<file path="config.mk">
export PLATFORM = sky130hd
export DESIGN_NAME = fifo_rd_packer
export DESIGN_NICKNAME = d
export VERILOG_FILES = /design/src/rtl/fifo_rd_packer.sv
export SDC_FILE = /design/constraint.sdc
export NUM_CORES = 1
export LEC_CHECK = 0
export ABC_AREA = 1
export BUFFER_PORTS_ARGS = -buffer_cell sky130_fd_sc_hd__buf_2
export CAP_MARGIN = 40
export CORE_UTILIZATION = 54
export CTS_CLUSTER_DIAMETER = 200
export DETAILED_ROUTE_END_ITERATION = 8
export PLACE_DENSITY_LB_ADDON = 0.12
export SLEW_MARGIN = 20
export SYNTH_ARGS = -nofsm -noshare
export SYNTH_HDL_FRONTEND = slang
export SYNTH_SLANG_ARGS = --single-unit
</file>
<file path="constraint.sdc">
create_clock -name rclk -period 2.6 [get_ports rclk]
set_input_delay 0.26 -clock rclk [delete_from_list [all_inputs] [get_ports rclk]]
set_output_delay 0.26 -clock rclk [all_outputs]
set_load 0.05 [all_outputs]
</file>
<file path="src/rtl/fifo_rd_packer.sv">
// -----------------------------------------------------------------------------
// fifo_rd_packer
//
// Read-side consumer of an asynchronous FIFO, entirely in the read clock
// domain. Pops DWIDTH-bit words, packs PACK consecutive words into one wide
// word (first-popped word in lane 0 / LSBs) and presents it on a valid/ready
// stream. A flush request emits a partially filled word with its lane count.
//
// Parameters
//   DWIDTH      width of one FIFO word
//   PACK        FIFO words per output word (2..16)
//   CNTW        width of the lane count
//
// Ports
//   rclk        read-domain clock, all logic on the rising edge
//   reset       asynchronous active-high reset
//   fifo_empty  FIFO empty flag
//   fifo_pop    FIFO pop request (combinational)
//   fifo_rdata  FIFO read data, valid the cycle after an accepted pop
//   flush       single-cycle request to emit the partial word
//   flush_busy  flush in progress
//   out_valid   output word valid
//   out_ready   downstream accepts
//   out_data    packed word, unused lanes are zero
//   out_cnt     number of valid lanes (1..PACK)
//   out_par     per-lane even parity (only with RDPACK_PARITY_EN)
//
// Build option
//   RDPACK_PARITY_EN  when defined, adds out_par, registered with out_data.
// -----------------------------------------------------------------------------
module fifo_rd_packer #(
    parameter int DWIDTH = 8,
    parameter int PACK   = 4,
    parameter int CNTW   = $clog2(PACK) + 1
) (
    input  logic                   rclk,
    input  logic                   reset,
    input  logic                   fifo_empty,
    output logic                   fifo_pop,
    input  logic [DWIDTH-1:0]      fifo_rdata,
    input  logic                   flush,
    output logic                   flush_busy,
    output logic                   out_valid,
    input  logic                   out_ready,
    output logic [PACK*DWIDTH-1:0] out_data,
    output logic [CNTW-1:0]        out_cnt
`ifdef RDPACK_PARITY_EN
    ,
    output logic [PACK-1:0]        out_par
`endif
);

    // FILL: accumulating, HOLD: full and waiting for the output stage,
    // FLUSH: flush pending (new pops blocked).
    typedef enum logic [1:0] {
        ST_FILL  = 2'd0,
        ST_HOLD  = 2'd1,
        ST_FLUSH = 2'd2
    } state_t;

    state_t                   state;
    state_t                   state_nxt;

    logic [DWIDTH-1:0]        acc [PACK];
    logic [CNTW-1:0]          acc_cnt;
    logic                     p1;          // a pop was accepted last cycle

    logic                     acc_ready;
    logic                     xfer;
    logic [CNTW-1:0]          eff_cnt;
    logic [CNTW-1:0]          fill_cnt;
    logic [PACK*DWIDTH-1:0]   packed_data;
`ifdef RDPACK_PARITY_EN
    logic [PACK-1:0]          packed_par;
`endif

    // -------------------------------------------------------------------------
    // Datapath control
    // -------------------------------------------------------------------------
    assign xfer     = acc_ready && (!out_valid || out_ready);
    // A transfer empties the accumulator this cycle, so a landing word and
    // the pop decision already see the freed lanes.
    assign eff_cnt  = xfer ? '0 : acc_cnt;
    // Lanes occupied once the in-flight word lands; never exceeds PACK
    // because a pop is only issued while this stays below PACK.
    assign fill_cnt = eff_cnt + CNTW'(p1);
    assign fifo_pop = !reset && !fifo_empty && !flush_busy
                      && (fill_cnt < CNTW'(PACK));

    // -------------------------------------------------------------------------
    // FSM: state register
    // -------------------------------------------------------------------------
    // NOTE: sequential state uses non-blocking assignments so every register
    // samples the pre-edge values regardless of process ordering.
    always_ff @(posedge rclk or posedge reset) begin
        if (reset) begin
            state <= ST_FILL;
        end else begin
            state <= state_nxt;
        end
    end

    // -------------------------------------------------------------------------
    // FSM: next state
    // -------------------------------------------------------------------------
    // NOTE: every combinational output gets a default first, so no path can
    // leave it unassigned and infer a latch.
    always_comb begin
        state_nxt = state;
        case (state)
            ST_FILL, ST_HOLD: begin
                if (flush) begin
                    state_nxt = ST_FLUSH;
                end else if (fill_cnt == CNTW'(PACK)) begin
                    state_nxt = ST_HOLD;
                end else begin
                    state_nxt = ST_FILL;
                end
            end
            // Leaving FLUSH needs the in-flight word landed: either the
            // (partial or full) word is moving out, or there was nothing.
            ST_FLUSH: begin
                if (!p1 && (xfer || acc_cnt == '0)) begin
                    state_nxt = ST_FILL;
                end
            end
            default: state_nxt = ST_FILL;
        endcase
    end

    // -------------------------------------------------------------------------
    // FSM: outputs
    // -------------------------------------------------------------------------
    always_comb begin
        acc_ready  = 1'b0;
        flush_busy = 1'b0;
        case (state)
            ST_HOLD:  acc_ready = 1'b1;
            // A full accumulator implies no word in flight, so this also
            // covers a flush that arrives while the accumulator is full.
            ST_FLUSH: begin
                acc_ready  = !p1 && (acc_cnt != '0);
                flush_busy = 1'b1;
            end
            default:  acc_ready = 1'b0;
        endcase
    end

    // -------------------------------------------------------------------------
    // Accumulator lanes
    // -------------------------------------------------------------------------
    // NOTE: lane storage carries no reset; acc_cnt alone says which lanes
    // hold live data and unused lanes are masked on transfer.
    always_ff @(posedge rclk) begin
        for (int i = 0; i < PACK; i++) begin
            if (p1 && eff_cnt == CNTW'(i)) begin
                acc[i] <= fifo_rdata;
            end
        end
    end

    // Word presented to the output stage, unused lanes forced to zero.
    always_comb begin
        packed_data = '0;
`ifdef RDPACK_PARITY_EN
        packed_par  = '0;
`endif
        for (int i = 0; i < PACK; i++) begin
            if (CNTW'(i) < acc_cnt) begin
                packed_data[i*DWIDTH +: DWIDTH] = acc[i];
`ifdef RDPACK_PARITY_EN
                packed_par[i]                   = ^acc[i];
`endif
            end
        end
    end

    // -------------------------------------------------------------------------
    // Counters and output stage
    // -------------------------------------------------------------------------
    always_ff @(posedge rclk or posedge reset) begin
        if (reset) begin
            acc_cnt   <= '0;
            p1        <= 1'b0;
            out_valid <= 1'b0;
            out_data  <= '0;
            out_cnt   <= '0;
`ifdef RDPACK_PARITY_EN
            out_par   <= '0;
`endif
        end else begin
            acc_cnt <= fill_cnt;
            p1      <= fifo_pop;
            // Load has priority over accept: back-to-back words keep
            // out_valid high; otherwise the stage holds until accepted.
            if (xfer) begin
                out_valid <= 1'b1;
                out_data  <= packed_data;
                out_cnt   <= acc_cnt;
`ifdef RDPACK_PARITY_EN
                out_par   <= packed_par;
`endif
            end else if (out_ready) begin
                out_valid <= 1'b0;
            end
        end
    end

endmodule

</file>
Word-level counts from Yosys, hierarchy flattened
Memory sizes are Yosys's and may differ from the RTL's.
Index checks and enable logic that the tools add are counted.

storage, ports and cells
  input bits = 13
  flip-flop bits (word level) = 42
  output and inout port bits = 38
  ROM bits = 0
  memories kept = 1
  word-level logic and storage cells = 76
  RAM bits = 32
  bits in latches = 0

memories
  memory  depth  bits a word  read ports  clocked after memory_dff  wr ports  line  RTL
  acc     4      8            4           0                         1         64    logic [DWIDTH-1:0] acc [PACK];

cells by class
  multiplexer cells = 30
  multiply operators = 0
  equal/unequal tests = 7
  divide/modulo/power cells = 0
  shift-type cells = 0
  bitwise logic cells = 0
  $add $sub $neg = 1
  magnitude comparators = 5
  reductions and logical operators = 26

operators by type and width
  operator                                                                      count
  8-bit two-way mux                                                             7
  8-bit OR reduction                                                            3
  1-bit two-way mux                                                             15
  1-bit logical AND                                                             10
  2-bit two-way mux                                                             5
  3-bit by 2-bit equality test with 1-bit output (second input constant)        2
  3-bit logical NOT                                                             2
  1-bit by 3-bit less-than comparator with 1-bit output (first input constant)  2
  2-bit by 3-bit less-than comparator with 1-bit output (first input constant)  2
  1-bit logical NOT                                                             5
  2-bit one-hot mux with 2 select lines                                         1
  3-bit by 1-bit adder with 3-bit output                                        1
  3-bit by 1-bit equality test with 1-bit output (second input constant)        1
  3-bit equality test (second input constant)                                   1
  3-bit less-than comparator (second input constant)                            1
  3-bit two-way mux                                                             1
  3-bit nonzero test                                                            1
  2-bit by 1-bit equality test with 1-bit output (second input constant)        1
  2-bit equality test (second input constant)                                   1
  2-bit logical NOT                                                             1
  1-bit logical OR                                                              2
  2-bit inequality test (second input constant)                                 1
  1-bit one-hot mux with 2 select lines                                         1
  2-bit nonzero test                                                            1
  2-bit OR reduction                                                            1

Logic depth before layout (Yosys ltp)
  word-level depth = 13
  mapped depth = 14
  mapped depth without buffers = 13

Least setup slack after synthesis
Ideal clock, no wire load.

  path type = register -> output
  start point = register state[0]
  end point = output fifo_pop
  path buffers = 1
  arrival = 2.351 ns
  required time = 2.340 ns
  path slack = -0.011 ns
  cell stages (with the launch flop) = 12
  path through = dfrtp_1 -> inv_1 -> ha_1 -> inv_1 -> nor2_1 -> nand2_1 -> nand2_1 -> nand3_2 -> buf_6 -> o311ai_1 -> nand2_2 -> nor2_1

between the ends
  elaborated cells between the ends (all ways) = 11
  those cells by class = add/sub: 1; order compare: 1; eq/ne: 2; mux: 3; reduce/logical: 4

RTL lines
  item                    line  RTL
  start, declared         61    state_t state;
  start signal, assigned  99    state <= state_nxt;
  2-bit equality test     137   case (state)
  1-bit two-way mux       137
  net flush_busy          42    output logic flush_busy,
  1-bit logical NOT       87    assign fifo_pop = !reset && !fifo_empty && !flush_busy
  1-bit logical AND       87
  1-bit logical AND       88    && (fill_cnt < CNTW'(PACK));
  end, declared           39    output logic fifo_pop,

The timed path passes the listed nets, and every way through them passes these cells.

Worst setup path in the final report
  start point = register state[0]
  end point = output fifo_pop

between the ends
  word-level cells in the longest chain between the ends = 7
  elaborated cells between the ends (all ways) = 11
  those cells by class = add/sub: 1; order compare: 1; eq/ne: 2; mux: 3; reduce/logical: 4

ends and longest elaborated chain
  item                                                                                          line  RTL
  2-bit equality test / 2-bit by 1-bit equality test with 1-bit output (equally long branches)  137
  1-bit one-hot mux with 2 select lines *                                                       137
  1-bit logical AND *                                                                           80    assign xfer = acc_ready && (!out_valid || out_ready);
  3-bit two-way mux *                                                                           83    assign eff_cnt = xfer ? '0 : acc_cnt;
  3-bit by 1-bit adder with 3-bit output *                                                      86    assign fill_cnt = eff_cnt + CNTW'(p1);
  net fill_cnt[2]                                                                               71    logic [CNTW-1:0] fill_cnt;
  3-bit less-than comparator *                                                                  88
  1-bit logical AND *                                                                           88

Mark *: on every way through the listed nets, which the timed path passes. The rest lies on a longest branch.

==> summary.txt <==
Outcome
  • Run status: finished, final reports clean

Power
  • Sw frac: 43.7%
  • Sequential Power Share: 40.8%
  • Combinational power share: 39.7%
  • Sw power: 1710 µW
  • Max VDD drop: 0.662 mV
  • Clock network fraction of total power: 19.5%
  • Power Density: 1190 nW/µm²
  • Pint: 2200 µW
  • Pleak: 0.00155 µW

Route
  • Initial DRC Count: 87
  • Pre-Repair DR Iteration Count: 5
  • ANT nets after route: 0
  • Via-per-instance ratio: 4.86
  • Met3 routed WL: 209 µm
  • WL final: 4840 µm
  • Remaining DRCs: 0
  • Vias: 1,809
  • WL/cell: 13.0 µm
  • M1 wire length: 2260 µm
  • Wire length on met2: 2320 µm
  • Highest routing layer actually used: met4

Synthesis
  • Synth cell types: 21
  • Register bit total from synthesis: 74
  • Post-Syn Area: 2770 µm²
  • Synth Instances: 242
  • Post-synthesis sequential area ratio: 72.6%
  • Post-synth net total: 258
  • Synth warn: 0
  • Avg Inst Size Synth: 11.5 µm²

Setup path
  • Worst r2r path cells: 9
  • R2R Setup Slk: 580 ps
  • Slowest stage delay, CP: 390 ps
  • Slowest CP cell: dfrtp_1
  • Crit path cell chain: inv_1, ha_1, inv_1, nor2_1, nand2_1, nand2_1, nand3_2, nand3_1, inv_1, nand2_1, nand2_2, nor2_2, buf_4
  • CP Data Arrival Time: 2130 ps
  • CP endpoint: fifo_pop
  • Largest fanout on the critical path: 6
  • Crit end category: primary output
  • CP startpoint: state[0]
  • Crit Path Class: flip-flop to primary output
  • Worst flop-to-flop path startpoint: state[0]
  • Worst Path Required: 2340 ps
  • Startpoint types: flip-flop
  • FF-to-FF End: acc[1][5]

Timing
  • Worst-margin pin slew: 617 ps
  • Worst Skew: 4.19 ps
  • Unrepaired setup endpoints after global routing: no
  • Final setup TNS: 0 ps
  • Period utilization: 91.7%
  • Slew headroom: 58.7%
  • Hold Vio Cnt, Final: 0
  • Setup Viol. Count Final: 0
  • Fin. max-slew vios: 0
  • Fin Hold WS: 168 ps
  • Fmax: 419 MHz
  • Post-layout min period: 2390 ps

GRT
  • Antenna violations before repair: 0
  • Vias in the first global route: 1,657
  • Total track usage: 20.7%
  • GRT overflow: 0
  • Pin count of the biggest net entering global routing: 43
  • First-pass GRT wire length: 7840 µm

CTS
  • Clk buf depth: 2
  • H-tree lvl count: 3
  • Clk pin slew, worst setup/hold paths: 70 ps
  • Root Driver: clkbuf_8
  • Num CTS Buffers: 9
  • Post-CTS resize count: 0
  • # clock sinks: 74
  • CTS Hold Bufs: 0
  • Clock latency on the worst-skew pair: 340 ps
  • Post-CTS setup buffers: 0
  • CTS tree: built

Layout
  • Synth-to-Final Area Change: 18.3%
  • Ant diodes: 0
  • Layout cells sized above 1: 26.9%
  • Multi-input logic area: 661 µm²
  • Register area: 2010 µm²
  • Layout Cells excl Fill: 372
  • Final Core Density: 68.1%
  • Most frequent cells in the layout: 82 x nand2_1, 49 x buf_2, 42 x dfrtp_1
  • Cell area after layout: 3280 µm²
  • Fillers: 407
  • Nets: 316
  • Commonest non-fill, non-tap cell in the layout: nand2_1

Placed design
  • Buffers on Ports: 50
  • Placed cell area: 3110 µm²
  • DP HPWL: 3360 µm
  • Placed insts: 356
  • Final Wtd Congestion: 0.933

Floorplan
  • Die width: 73.7 µm
  • Total core area: 4820 µm²
  • Initial Util: 57.6%
  • Cell Rows: 25
  • Die height: 73.7 µm
  • Boundary pin count: 51
  • Die footprint: 5430 µm²

Worst hold path
  • Worst Hold Class: input port to asynchronous set/reset pin

Job
  • Max cap viols: 0
==> logic make-up after synthesis <==
kind of cell | count (synthesis) | share of synthesized area [%]
buf+inv | 23 | 3.70
simple gates | 102 | 14.8
mux | 1 | 0.406
compound gates | 39 | 7.18
fa+ha+maj | 3 | 1.35
flops | 74 | 72.6
==> critical path, delay by kind of cell, from the launching register on <==
kind | cells | cell delay, ps
adders and majority gates | 1 | 190
and+or+nand+nor | 8 | 780
buffers and inverters | 4 | 430
DFF | 1 | 390
==> sequential cells by signal (all words and copies together), names as in the netlist <==
name / flops
acc: 32
out_data: 32
acc_cnt: 3
out_cnt: 3
state: 2
out_valid: 1
p1: 1
==> metal layers <==
| layer | global-route usage, % | up-vias |
|---|---|---|
| met1 | 27.0 | 843 |
| met5 | 0 | - |
| met4 | 9.19 | 0 |
| met2 | 32.3 | 44 |
| li1 | - | 913 |
| met3 | 6.17 | 9 |
==> worst min path at each step <==
stage / end / slack, ps / depth (start not counted)
6_report: out_cnt[2] / 170 / 3
5_1_grt: acc[2][1] / 160 / 1
4_1_cts: p1 / 160 / 4
3_5_place_dp: out_data[0] / 470 / 2
3_3_place_gp: out_data[21] / 460 / 2
2_1_floorplan: acc[0][0] / 360 / 0
==> cell usage after synthesis <==
cell	number	area [µm²]
mux2_2	1	11.3
o311ai_1	1	8.76
nor2_1	10	37.5
buf_2	5	25.0
clkbuf_2	2	10.0
clkbuf_1	2	7.51
inv_1	11	41.3
nand3_2	2	20.0
nor3_1	1	5.00
edfxtp_1	32	961
buf_6	1	11.3
nand2_2	3	18.8
clkinv_1	1	3.75
nor2_2	1	6.26
dfrtp_1	42	1050
ha_1	3	37.5
inv_2	1	3.75
a21oi_1	2	10.0
o21ai_0	36	180
nand3_1	3	15.0
nand2_1	82	308
==> layout make-up <==
cell class                      count  area share [%]
Clock buffer                       10            4.20
Clock inverter                      6           0.992
Inverter                           13            1.49
Multi-Input combinational cell    145            20.1
Sequential cell                    74            61.3
Tap cell                           67            2.56
Timing Repair Buffer               57            9.31
==> metrics by stage <==
| stage | power (µW) | worst slack, ps |
|---|---|---|
| final | 3910 | 215 |
| after global routing | 4150 | 24.2 |
| after CTS | 3940 | 129 |
| after detailed placement | 3180 | 513 |
| after global placement | 3160 | 641 |
| after floorplan | 2810 | 13.7 |
==> power by group through the flow <==
stage / combinational (µW) / clock [µW] / sequential, µW
finish: 1550 / 763 / 1590
detailed placement: 1560 / 0 / 1620
floorplan: 624 / 0 / 2190
global route: 1700 / 826 / 1630
CTS: 1560 / 782 / 1600
global placement: 1540 / 0 / 1610
Note: power is estimated with default switching activity, not from simulation.
